## config.mk

```make
export PLATFORM = sky130hd
export DESIGN_NAME = hazard_ctrl
export DESIGN_NICKNAME = d
export VERILOG_FILES = /design/src/rtl/hazard_ctrl.sv
export SDC_FILE = /design/constraint.sdc
export NUM_CORES = 1
export LEC_CHECK = 0
export ABC_AREA = 0
export BUFFER_PORTS_ARGS = -buffer_cell sky130_fd_sc_hd__buf_4
export CORE_MARGIN = 4
export CORE_UTILIZATION = 51
export CTS_CLUSTER_DIAMETER = 100
export DETAILED_ROUTE_END_ITERATION = 8
export MAX_ROUTING_LAYER = met4
export PLACE_DENSITY = 0.84
export RECOVER_POWER = 50
export REMOVE_ABC_BUFFERS = 1
export SLEW_MARGIN = 0
export SYNTH_ARGS = -nofsm -noshare
export SYNTH_HDL_FRONTEND = slang
export SYNTH_SLANG_ARGS = --single-unit
```

## constraint.sdc

```tcl
create_clock -name i_clk -period 5.2 [get_ports i_clk]
set_input_delay 0 -clock i_clk [delete_from_list [all_inputs] [get_ports i_clk]]
set_output_delay 0 -clock i_clk [all_outputs]
set_load 0.03 [all_outputs]
```

## src/rtl/hazard_ctrl.sv

```systemverilog
// hazard_ctrl: EX/MEM/WB destination scoreboard driving stall, bubble, flush, freeze and forwarding selects.
// Define HAZARD_FWD_EN to enable forwarding; hazard stalls then cover load-use only.
module hazard_ctrl #(
  parameter int STALL_CNT_W = 16
) (
  input  logic                   i_clk,
  input  logic                   i_rst,
  input  logic [31:0]            i_id_instr,
  input  logic                   i_id_valid,
  input  logic                   i_id_re_rs,
  input  logic                   i_id_re_rt,
  input  logic                   i_id_we,
  input  logic [4:0]             i_id_wa,
  input  logic                   i_id_is_load,
  input  logic                   i_br_taken,
  input  logic                   i_mem_busy,
  output logic                   o_stall_if,
  output logic                   o_stall_id,
  output logic                   o_bubble_ex,
  output logic                   o_flush_if_id,
  output logic                   o_freeze,
  output logic [1:0]             o_fwd_a,
  output logic [1:0]             o_fwd_b,
  output logic [STALL_CNT_W-1:0] o_stall_cnt
);
  typedef struct packed {
    logic       valid;
    logic       we;
    logic [4:0] wa;
    logic       is_load;
  } sb_t;
  sb_t ex_q, ex_d, mem_q, mem_d, wb_q, wb_d;
  logic [1:0] fwd_a_q, fwd_a_d, fwd_b_q, fwd_b_d;
  logic [STALL_CNT_W-1:0] cnt_q, cnt_d;
  logic [4:0] rs, rt;
  logic re_rs, re_rt, ex_a, ex_b, mem_a, mem_b, hazard, freeze, flush, stall;
  logic unused;
  function automatic logic hit(input logic re, input logic [4:0] src, input sb_t e);
    return re && e.valid && e.we && e.wa == src && src != 5'd0;
  endfunction
  assign rs     = i_id_instr[25:21];
  assign rt     = i_id_instr[20:16];
  assign re_rs  = i_id_valid & i_id_re_rs;
  assign re_rt  = i_id_valid & i_id_re_rt;
  assign unused = ^{i_id_instr[31:26], i_id_instr[15:0], wb_q, ex_q.is_load, mem_q.is_load};
  always_comb begin
    ex_a   = hit(re_rs, rs, ex_q);
    ex_b   = hit(re_rt, rt, ex_q);
    mem_a  = hit(re_rs, rs, mem_q);
    mem_b  = hit(re_rt, rt, mem_q);
`ifdef HAZARD_FWD_EN
    hazard = (ex_a | ex_b) & ex_q.is_load;
`else
    hazard = ex_a | ex_b | mem_a | mem_b;
`endif
    // reset forces every combinational control low as well
    freeze = ~i_rst & i_mem_busy;
    flush  = ~i_rst & ~i_mem_busy & i_br_taken;
    stall  = ~i_rst & ~i_mem_busy & ~i_br_taken & hazard;
    wb_d   = freeze ? wb_q : mem_q;
    mem_d  = freeze ? mem_q : ex_q;
    ex_d   = freeze ? ex_q : (stall | flush) ? sb_t'('0)
           : {i_id_valid, i_id_we && i_id_wa != 5'd0, i_id_wa, i_id_is_load};
`ifdef HAZARD_FWD_EN
    fwd_a_d = freeze ? fwd_a_q : (stall | flush) ? 2'b00 : ex_a ? 2'b01 : mem_a ? 2'b10 : 2'b00;
    fwd_b_d = freeze ? fwd_b_q : (stall | flush) ? 2'b00 : ex_b ? 2'b01 : mem_b ? 2'b10 : 2'b00;
`else
    fwd_a_d = 2'b00;
    fwd_b_d = 2'b00;
`endif
    cnt_d  = (stall && !(&cnt_q)) ? cnt_q + 1'b1 : cnt_q;
  end
  always_ff @(posedge i_clk or posedge i_rst) begin
    if (i_rst) begin
      ex_q    <= '0;
      mem_q   <= '0;
      wb_q    <= '0;
      fwd_a_q <= 2'b00;
      fwd_b_q <= 2'b00;
      cnt_q   <= '0;
    end else begin
      ex_q    <= ex_d;
      mem_q   <= mem_d;
      wb_q    <= wb_d;
      fwd_a_q <= fwd_a_d;
      fwd_b_q <= fwd_b_d;
      cnt_q   <= cnt_d;
    end
  end
  assign o_stall_if    = freeze | stall;
  assign o_stall_id    = freeze | stall;
  assign o_bubble_ex   = stall;
  assign o_flush_if_id = flush;
  assign o_freeze      = freeze;
  assign o_fwd_a       = fwd_a_q;
  assign o_fwd_b       = fwd_b_q;
  assign o_stall_cnt   = cnt_q;
endmodule

```

---- Yosys cells after proc, flatten, opt, wreduce, memory -nomap -nowiden ----
Cells that the tools add are included.
word-level totals
  register bits after elaboration ......... 30
  latch bits .............................. 0
  bits in writable memories ............... 0
  memory bits (read-only) ................. 0
  bits of input ports ..................... 46
  output and inout bits ................... 25
  word-level logic and storage cells ...... 51
  memories ................................ 0
operators by class
  add/subtract/negate cells ............... 1
  $mul .................................... 0
  div/mod/pow operators ................... 0
  $lt $le $gt $ge ......................... 0
  equality and inequality tests ........... 4
  shift-type cells ........................ 0
  multiplexer cells ....................... 1
  bitwise logic cells ..................... 15
  reduce and logical (&&, ||, !) cells .... 23
operators with widths
  cell                                           number
  equality test 5 bit                            4
  logical AND 1 bit                              18
  adder 16 x 1 -> 16 bit, second input constant  1
  AND reduction 16 bit                           1
  nonzero test 5 bit                             3
  two-way mux 8 bit                              1
  AND 1 bit                                      7
  OR 1 bit                                       5
  NOT 1 bit                                      3
  logical NOT 1 bit                              1

---- Depth between registers and ports, before layout ----
Gate-level depths: netlist of the first run.
  depth after elaboration ................. 11
  depth in mapped cells ................... 8
  gate-level depth less buffers ........... 7

---- Worst setup path before layout of the first run ----
No wires, ideal clock.
  path kind ............................... reg-to-output
  start point ............................. register ex_q[4] (netlist name)
  end point ............................... output port o_stall_if
  arrival ................................. 2,114 ps
  path slack .............................. 3,086 ps
  cell stages (with the launch flop) ...... 7
  path buffers ............................ 1
  path through ............................ dfrtp_1 > xor2_1 > nor4_1 > a22oi_2 > o22ai_2 > or2_1 > buf_4
between the ends
  longest elaborated chain between the ends .. 8
RTL lines
  what                            RTL line  text
  start: declaration              32        sb_t ex_q, ex_d, mem_q, mem_d, wb_q, wb_d;
  start signal: assignment        75        ex_q <= '0;
  start signal: assignment        82        ex_q <= ex_d;
  equality test 5 bit             39        return re && e.valid && e.we && e.wa == src && src != 5'd0;
  logical AND 1 bit (2 in a row)  39
  OR 1 bit * (3 in a row)         54        hazard = ex_a | ex_b | mem_a | mem_b;
  AND 1 bit *                     59        stall = ~i_rst & ~i_mem_busy & ~i_br_taken & hazard;
  named net o_bubble_ex           19        output logic o_bubble_ex,
  OR 1 bit *                      n/a
  end: declaration                17        output logic o_stall_if,
Mark *: on every way through the listed nets, which the timed path passes. The rest lies on a longest branch.

---- Worst setup path after layout of the first run ----
  start point ............................. register mem_q[3] (netlist name)
  end point ............................... output port o_stall_id
between the ends
  longest elaborated chain between the ends .. 7
RTL lines
  what                            RTL line  text
  start: declaration              32
  start signal: assignment        83        mem_q <= mem_d;
  equality test 5 bit             39
  logical AND 1 bit (2 in a row)  39
  OR 1 bit                        54
  OR 1 bit *                      54
  AND 1 bit *                     59
  OR 1 bit *                      91        assign o_stall_id = freeze | stall;
  end: declaration                18        output logic o_stall_id,
Mark *: on every way between the ends. The rest lies on a longest branch, timed or not.

==> results of run 1 <==
==> final timing paths <==
path / slack [ns] / endpoint / startpoint
worst max-delay path: 2.95 / o_stall_id / mem_q[3]
worst min-delay path: 0.04 / ex_q[6] / i_rst
worst max register to register: 3.07 / o_stall_cnt[1] / o_stall_cnt[0]
worst min register to register: 0.50 / o_stall_cnt[11] / o_stall_cnt[11]
max in group asynchronous: 4.49 / o_stall_cnt[11] / i_rst
min in group i_clk: 0.26 / o_stall_cnt[12] / i_id_re_rs
==> through the flow <==
step	power, mW	hold WS, ns
5_1_grt	0.6162	0.1417
6_report	0.5839	0.04028
4_1_cts	0.5916	0.02191
3_3_place_gp	0.3385	0.2305
2_1_floorplan	0.3087	0.09081
3_5_place_dp	0.3423	0.2325
==> power by group through the flow <==
stage / registers (mW) / clock network (mW) / logic, mW
global route: 0.261 / 0.264 / 0.0908
CTS: 0.259 / 0.249 / 0.0833
detailed placement: 0.264 / 0 / 0.0784
global placement: 0.263 / 0 / 0.0757
finish: 0.259 / 0.243 / 0.0822
floorplan: 0.261 / 0 / 0.0474
==> area by class of cell <==
cell class	instances	area, um^2	area share
Multi-Input combinational cell	114	919.6	0.4132
Sequential cell	30	750.7	0.3373
Clock inverter	2	60.06	0.02698
Inverter	1	3.754	0.001686
Timing Repair Buffer	51	385.4	0.1731
Tap cell	44	55.05	0.02473
Clock buffer	6	51.30	0.02305
==> worst max-delay path, stage by stage (launching register included) <==
cell and delay [ns]:
dfrtp_1 0.42, xor2_1 0.16, nor4_1 0.39, a22oi_2 0.19
o22ai_2 0.40, or2_1 0.18, buf_4 0.16
==> state kept, by name, summed over array words and instances (netlist names) <==
register / flops
o_stall_cnt: 16
ex_q: 7
mem_q: 7
==> cell families (layout without fill, tap and decap cells) <==
group	count (synthesis)	in the layout	synth area share
buffers and inverters	9	60	0.03494
and+or+nand+nor	49	49	0.1907
xor gates and xnor gates	33	33	0.1681
muxes	8	8	0.05240
other	1	4	0.002181
adders and majority gates	1	1	0.007277
DFF	30	30	0.4367
AOI/OAI and AO/OA	19	19	0.1077
==> per-layer routing <==
layer / wire length (um) / vias to the layer above / track usage
li1: - / 636 / -
met2: 2156 / 59 / 0.3692
met5: 0 / - / -
met1: 1533 / 655 / 0.2242
met3: 267 / 3 / 0.06633
met4: 27 / 0 / 0.06345
==> cell usage in the layout (no fill, tap or decap), types with 3 or more instances in the layout <==
cell type and n:
a22o_1 6, buf_4 40, clkbuf_1 4, clkbuf_4 5, conb_1 4, dfrtp_1 30, dlygate4sd3_1 7, mux2_2 7
nand2_1 9, nand3_1 4, nand3_2 3, nand4_1 3, nor2_1 8, nor4_1 5, xnor2_1 12, xor2_1 21
==> repair_timing <==
action                    CTS  global route
buffers inserted            0             0
hold endpoints to repair    7             0
hold buffers                7             0
==> flow_summary.json, run 1 <==
{
  "status": "completed",
  "power_density_nw_per_um2": 262.3,
  "synthCells": 150,
  "fp.coreArea_um2": 3128,
  "syn_avg_cell_area_um2": 11.46,
  "vdd_ir_drop_max_mv": 0.2383,
  "clockBufferDepth": 2,
  "fill_cells": 252,
  "arrival_ns": 2.25,
  "min_period_ns": 2.247,
  "ant_nets": 0,
  "final_util": 0.7116,
  "rr_worst_depth": 6,
  "antenna_found_initial": 0,
  "via_per_inst": 5.456,
  "drc": 0,
  "port_buffers": 43,
  "post-place-ws_ns": 3.088,
  "grt_max_degree": 31,
  "rsz0062_at_grt": "false",
  "start_kind": "register",
  "tightest_slew_ns": 1.111,
  "drive_gt1_frac": 0.3333,
  "p_leak_nw": 1.036,
  "synth_warnings": 0,
  "overflow": 0,
  "dr_total_vias": 1353,
  "worstHoldPathType": "input port to async pin",
  "seq_power_share": 0.444,
  "ctsResizeCount": 0,
  "htree_levels": 2,
  "clockPowerShare": 0.415,
  "ys_types": 40,
  "cts_sinks": 30,
  "die-height_um": 66.06,
  "power.switching_mw": 0.1353,
  "critPathKind": "register to primary output",
  "max_freq_mhz": 445.1,
  "grt_pass1_vias": 1414,
  "num_antenna_cells": 0,
  "instances_no_fill": 248,
  "pin_count": 71,
  "wl_per_cell_um": 16.06,
  "syn_area_um2": 1719,
  "slew_headroom": 0.2586,
  "p_sw_frac": 0.2317,
  "synth_area_leaders": "dfrtp_1 44%, xor2_1 11%, xnor2_1 6.1%, mux2_2 4.6%, a22o_1 3.1%",
  "synthTopCellsByCount": "30 x dfrtp_1, 21 x xor2_1, 12 x xnor2_1",
  "p_comb_frac": 0.141,
  "clk_latency_ns": 0.33,
  "synth-seq-area-share": 0.4367,
  "dieArea_um2": 4364,
  "clk_pin_slew_ns": 0.09,
  "dp_hpwl_um": 2943,
  "rows": 20,
  "synth_flop_cell": "dfrtp_1",
  "cp_max_fo": 7,
  "yosys.area.top_type_share": 0.4367,
  "grtUsageTotal": 0.2093,
  "hold_viol": 0,
  "finClkSkew_ns": 0.007922,
  "yosysMostFrequentCell": "dfrtp_1",
  "post_dp_cell_area_um2": 2059,
  "finalNetCount": 250,
  "synth_top_area_cell": "dfrtp_1",
  "design_area_um2": 2226,
  "crit_required_ns": 5.20,
  "tns_ns": 0,
  "cts_root_buffer": "clkbuf_4",
  "ys_async_sr_fraction": 1.000,
  "dr.pass1.iters": 4,
  "min_period_over_period": 0.4321,
  "grt_pass1_wl_um": 6603,
  "worst_setup_path_end_kind": "primary output",
  "tritoncts": "yes",
  "setup_ws_ns": 2.953,
  "internal_power_mw": 0.4486,
  "wirelength_um": 3983,
  "synth-edff-count": 0,
  "chipWidth_um": 66.06,
  "place.gp.congestion": 0.9103,
  "ys_seq_elements": 30,
  "syn_to_final_growth_pct": 29.48,
  "drt-initial-drc-count": 91,
  "numCtsBuffers": 5,
  "dp.cells": 233,
  "maxCapViolations": 0,
  "start_util": 0.5496,
  "slew_violations": 0,
  "setup_viol": 0
}
Note: power is estimated with default switching activity, not from simulation.
==> run 2: changes to the inputs <==
--- a/config.mk
+++ b/config.mk
@@ -8,11 +8,11 @@
 export ABC_AREA = 0
 export BUFFER_PORTS_ARGS = -buffer_cell sky130_fd_sc_hd__buf_4
 export CORE_MARGIN = 4
-export CORE_UTILIZATION = 51
+export CORE_UTILIZATION = 48
 export CTS_CLUSTER_DIAMETER = 100
 export DETAILED_ROUTE_END_ITERATION = 8
 export MAX_ROUTING_LAYER = met4
-export PLACE_DENSITY = 0.84
+export PLACE_DENSITY = 0.8
 export RECOVER_POWER = 50
 export REMOVE_ABC_BUFFERS = 1
 export SLEW_MARGIN = 0
==> constraint.sdc (replaced) <==
create_clock -name i_clk -period 2.1 [get_ports i_clk]
set_input_delay 0 -clock i_clk [delete_from_list [all_inputs] [get_ports i_clk]]
set_output_delay 0 -clock i_clk [all_outputs]
set_load 0.03 [all_outputs]
==> run 2 against run 1 <==
Setup slack got worse by 2.9 ns; register-to-register slack lost 3.0 ns; count of clock-buffer cells in the layout unchanged; cell area increased by 5.5%; clock power increased to 2.5 times the previous value; largest power group unchanged; power grew to 2.6 times the previous value; critical path depth increased by 1.
==> flow_summary.json, run 2 (synthesis results as in run 1) <==
{
  "power_density_nw_per_um2": 637.2,
  "finalNetCount": 260,
  "num_antenna_cells": 0,
  "hold_viol": 0,
  "min_period_over_period": 0.9808,
  "chipWidth_um": 67.85,
  "via_per_inst": 5.235,
  "slew_violations": 0,
  "p_comb_frac": 0.158,
  "maxCapViolations": 0,
  "cts_root_buffer": "clkbuf_4",
  "post-place-ws_ns": -0.01793,
  "overflow": 0,
  "grtUsageTotal": 0.1985,
  "clockBufferDepth": 2,
  "cts_sinks": 30,
  "tritoncts": "yes",
  "port_buffers": 43,
  "finClkSkew_ns": 0.01585,
  "grt_pass1_wl_um": 6513,
  "clk_pin_slew_ns": 0.11,
  "seq_power_share": 0.429,
  "start_kind": "register",
  "wirelength_um": 4114,
  "syn_to_final_growth_pct": 36.61,
  "p_leak_nw": 1.079,
  "layout_common_cells": "43 x buf_4, 28 x dfrtp_1, 20 x xor2_1",
  "vdd_ir_drop_max_mv": 0.4310,
  "drive_gt1_frac": 0.3879,
  "min_period_ns": 2.060,
  "fin_hold_ws_ns": 0.1706,
  "p_sw_frac": 0.2474,
  "grt_pass1_vias": 1440,
  "place.gp.congestion": 0.8499,
  "status": "completed",
  "dp.cells": 241,
  "dp_hpwl_um": 3012,
  "drc": 0,
  "clk_latency_ns": 0.34,
  "arrival_ns": 2.06,
  "worst_setup_path_end_kind": "primary output",
  "slew_headroom": 0.5256,
  "rows": 21,
  "tightest_slew_ns": 0.7116,
  "clockPowerShare": 0.414,
  "numCtsBuffers": 5,
  "setup_ws_ns": 0.04034,
  "pin_count": 71,
  "start_util": 0.5072,
  "wl_per_cell_um": 15.82,
  "ant_nets": 0,
  "drt-initial-drc-count": 77,
  "htree_levels": 2,
  "crit_required_ns": 2.10,
  "critPathKind": "register to primary output",
  "rsz0062_at_grt": "true",
  "grt_max_degree": 18,
  "max_freq_mhz": 485.5,
  "dr.pass1.iters": 4,
  "power.switching_mw": 0.3703,
  "largest_reg_flops": 16,
  "fp.coreArea_um2": 3390,
  "cp_max_fo": 5,
  "die-height_um": 67.85,
  "setup_viol": 0,
  "dieArea_um2": 4603,
  "dr_total_vias": 1361,
  "worstHoldPathType": "input port to async pin",
  "instances_no_fill": 260,
  "antenna_found_initial": 0,
  "final_common_cell": "buf_4",
  "internal_power_mw": 1.126
}
run 2: changes by cell type in the layout (fill, tap and decap cells not counted):
cell and change:
a22oi_1 -1, a22oi_2 +1, buf_4 +3, buf_6 +3
clkbuf_1 +3, dfrtp_1 -2, dfrtp_2 +2, dlygate4sd3_1 +1
nor4_1 -4, nor4_2 +4, or2_1 -1, or2_4 +1
xor2_1 -1, xor2_2 +1
run 2: worst paths after layout:
kind                                start               to  slack (ns)  cells past startpoint
max in group asynchronous           i_rst  o_stall_cnt[12]        0.99                      4
setup / recovery                  ex_q[3]       o_stall_id        0.04                      7
hold reg to reg            o_stall_cnt[5]   o_stall_cnt[5]        0.52                      1
min in group i_clk             i_id_re_rs  o_stall_cnt[14]        0.28                      5
hold / removal                      i_rst   o_stall_cnt[1]        0.17                      3
setup reg to reg                  ex_q[3]   o_stall_cnt[1]        0.07                      5
run 2: critical path, stage by stage (launching register included):
cell and delay (ns):
dfrtp_2 0.47, xor2_2 0.16, nor4_2 0.34, a22oi_2 0.15, o22ai_2 0.21, buf_6 0.14
or2_4 0.13, buf_6 0.13
run 2: cell type report:
class / count / area [um^2]
Clock buffer: 6 / 51.30
Clock inverter: 2 / 60.06
Fill cell: 270 / 1041
Inverter: 1 / 3.754
Multi-Input combinational cell: 114 / 959.7
Sequential cell: 30 / 753.2
Tap cell: 46 / 57.56
Timing Repair Buffer: 61 / 462.9
run 2: metrics by stage:
| stage | power (mW) | TNS, ns | area, um^2 | utilization |
|---|---|---|---|---|
| 5_1_grt | 1.560 | -0.3092 | 2349 | 0.6929 |
| 2_1_floorplan | 0.7644 | -0.03931 | 1674 | - |
| 4_1_cts | 1.495 | 0 | 2333 | 0.6884 |
| 3_3_place_gp | 0.8476 | 0 | 2107 | 0.6216 |
| 6_report | 1.496 | 0 | 2349 | 0.6929 |
| 3_5_place_dp | 0.8564 | -0.01793 | 2107 | 0.6216 |
run 2: routing by layer:
layer  wire length [um]  up-vias  global-route usage
li1                   -      654                   -
met2               2060       52              0.3123
met3                236        8             0.04926
met5                  0        -                   -
met1               1747      647              0.2366
met4                 69        0              0.1017
run 2: timing repair:
action                                  4_1_cts  5_1_grt
pin swaps                                     3        8
hold buffers                                  8        0
buffers inserted                              1        2
resized for setup                             6        6
endpoints found under the setup margin        6       12
gates cloned                                  0        0
endpoints found under the hold margin        37        0
run 2: power groups by stage:
stage               registers (mW)  logic [mW]  clock network (mW)
floorplan                    0.647       0.117                   0
global placement             0.649       0.199                   0
detailed placement           0.651       0.205                   0
CTS                          0.640       0.228               0.627
global route                 0.646       0.254               0.660
finish                       0.641       0.236               0.619
==> run 3: changes to the inputs <==
==> constraint.sdc (replaced) <==
create_clock -name i_clk -period 2.1 [get_ports i_clk]
set_input_delay 0 -clock i_clk [delete_from_list [all_inputs] [get_ports i_clk]]
set_output_delay 0 -clock i_clk [all_outputs]
set_load 0.02 [all_outputs]
==> run 3 against run 2 <==
Worst hold slack got worse by 0.00065 ns; clock skew increased by 0.0020 ns; sequential power about the same; combinational power decreased by 3%; cell area decreased by 0.16%; non-clock buffer count unchanged; count of clock-buffer cells in the layout unchanged; largest cell class unchanged; cell count unchanged.
==> flow_summary.json, run 3 (synthesis results as in run 1) <==
{
  "drc": 0,
  "final_util": 0.6918,
  "p_sw_frac": 0.2432,
  "clk_latency_ns": 0.34,
  "setup_ws_ns": 0.05873,
  "dr.pass1.iters": 4,
  "die-height_um": 67.85,
  "crit_cells": 7,
  "crit_family": "flip-flops",
  "grt_max_degree": 18,
  "crit_required_ns": 2.10,
  "grtUsageTotal": 0.1971,
  "p_comb_frac": 0.154,
  "maxCapViolations": 0,
  "tritoncts": "yes",
  "worst_setup_path_end_kind": "primary output",
  "rr_worst_depth": 5,
  "final_common_cell": "buf_4",
  "clockBufferDepth": 2,
  "wirelength_um": 4111,
  "dp.cells": 241,
  "pin_count": 71,
  "post_dp_cell_area_um2": 2107,
  "finalNetCount": 260,
  "seq_power_share": 0.431,
  "ant_nets": 0,
  "overflow": 0,
  "htree_levels": 2,
  "start_kind": "register",
  "largest_reg_flops": 16,
  "finClkSkew_ns": 0.01787,
  "slew_violations": 0,
  "fill_cells": 269,
  "drt-initial-drc-count": 107,
  "layout_common_cells": "40 x buf_4, 28 x dfrtp_1, 20 x xor2_1",
  "register_area_um2": 753.2,
  "cpMostUsedCell": "buf_6",
  "power_density_nw_per_um2": 634.6,
  "tightest_slew_ns": 0.7111,
  "internal_power_mw": 1.126,
  "instances_no_fill": 260,
  "clockPowerShare": 0.416,
  "cp_slowest_cell": "dfrtp_2",
  "vdd_ir_drop_max_mv": 0.4311,
  "path_buf_inv": 2,
  "clk_pin_slew_ns": 0.11,
  "place.gp.congestion": 0.8499,
  "multi_input_area_um2": 959.7,
  "critPathMaxStageDelay_ns": 0.47,
  "grt_pass1_vias": 1438,
  "dieArea_um2": 4603,
  "num_antenna_cells": 0,
  "worstHoldPathType": "input port to async pin",
  "grt_pass1_wl_um": 6472,
  "syn_to_final_growth_pct": 36.39,
  "cts_root_buffer": "clkbuf_4",
  "via_per_inst": 5.262,
  "dr_total_vias": 1368,
  "antenna_found_initial": 0,
  "critPathKind": "register to primary output",
  "rows": 21,
  "port_buffers": 43,
  "design_area_um2": 2345,
  "cp_max_fo": 5,
  "p_leak_nw": 1.071,
  "min_period_over_period": 0.9720,
  "max_freq_mhz": 489.9,
  "power.switching_mw": 0.3618,
  "rsz0062_at_grt": "true",
  "setup_viol": 0,
  "crit_chain": "xor2_2 -> nor4_2 -> a22oi_2 -> o22ai_2 -> buf_6 -> or2_4 -> buf_6",
  "min_period_ns": 2.041,
  "power_mw": 1.488,
  "start_util": 0.5072,
  "fp.coreArea_um2": 3390,
  "dp_hpwl_um": 3012,
  "drive_gt1_frac": 0.3785,
  "cts_sinks": 30,
  "arrival_ns": 2.04,
  "slew_headroom": 0.5259,
  "chipWidth_um": 67.85,
  "numCtsBuffers": 5,
  "wl_per_cell_um": 15.81,
  "hold_viol": 0,
  "status": "completed",
  "post-place-ws_ns": -0.01793
}
## run 3: cell count changes in the layout (fill, tap and decap cells not counted), sizes merged
cell	before	now
buf	46	44
clkbuf	13	15
## run 3: power groups by stage
stage	logic [mW]	registers [mW]	clock network (mW)
finish	0.228	0.641	0.618
global route	0.247	0.646	0.660
CTS	0.220	0.640	0.627
detailed placement	0.198	0.651	0
global placement	0.192	0.649	0
floorplan	0.111	0.646	0
## run 3: cell type report
| class | count | share of cell area |
|---|---|---|
| multi-input combinational | 114 | 0.4093 |
| sequential | 30 | 0.3212 |
| timing repair buffer | 61 | 0.1958 |
| clock inverter | 2 | 0.02561 |
| tap | 46 | 0.02455 |
| clock buffer | 6 | 0.02188 |
| inverter | 1 | 0.001601 |
## run 3: timing repair
action | in CTS | in global routing
setup endpoints to repair | 6 | 11
endpoints found under the hold margin | 37 | 0
buffers inserted | 1 | 2
gates resized for setup | 6 | 7
pin swaps | 3 | 7
hold buffers | 8 | 0
## run 3: worst paths after layout
check / start / endpoint / slack, ns
worst max-delay path: ex_q[3] / o_stall_id / 0.06
worst min-delay path: i_rst / o_stall_cnt[1] / 0.17
worst max register to register: ex_q[3] / o_stall_cnt[1] / 0.08
worst min register to register: o_stall_cnt[5] / o_stall_cnt[5] / 0.52
max in group asynchronous: i_rst / o_stall_cnt[12] / 0.99
min in group i_clk: i_id_re_rs / o_stall_cnt[14] / 0.28
## run 3: tightest hold or removal path: cells and delay by family
family,cells,cell delay (ns)
buf+inv,3,0.92
## run 3: stage by stage
stage | setup TNS [ns] | hold WS, ns
floorplan | 0 | 0.09081
detailed placement | -0.01793 | 0.001618
global route | -0.1514 | 0.1721
global placement | 0 | -0.01452
finish | 0 | 0.1700
CTS | 0 | 0.1744
## run 3: routing by layer
metal  track usage  routed length (um)
met5             -                   0
met4        0.1017                  85
met3       0.04762                 219
met2        0.3074                2041
met1        0.2376                1764
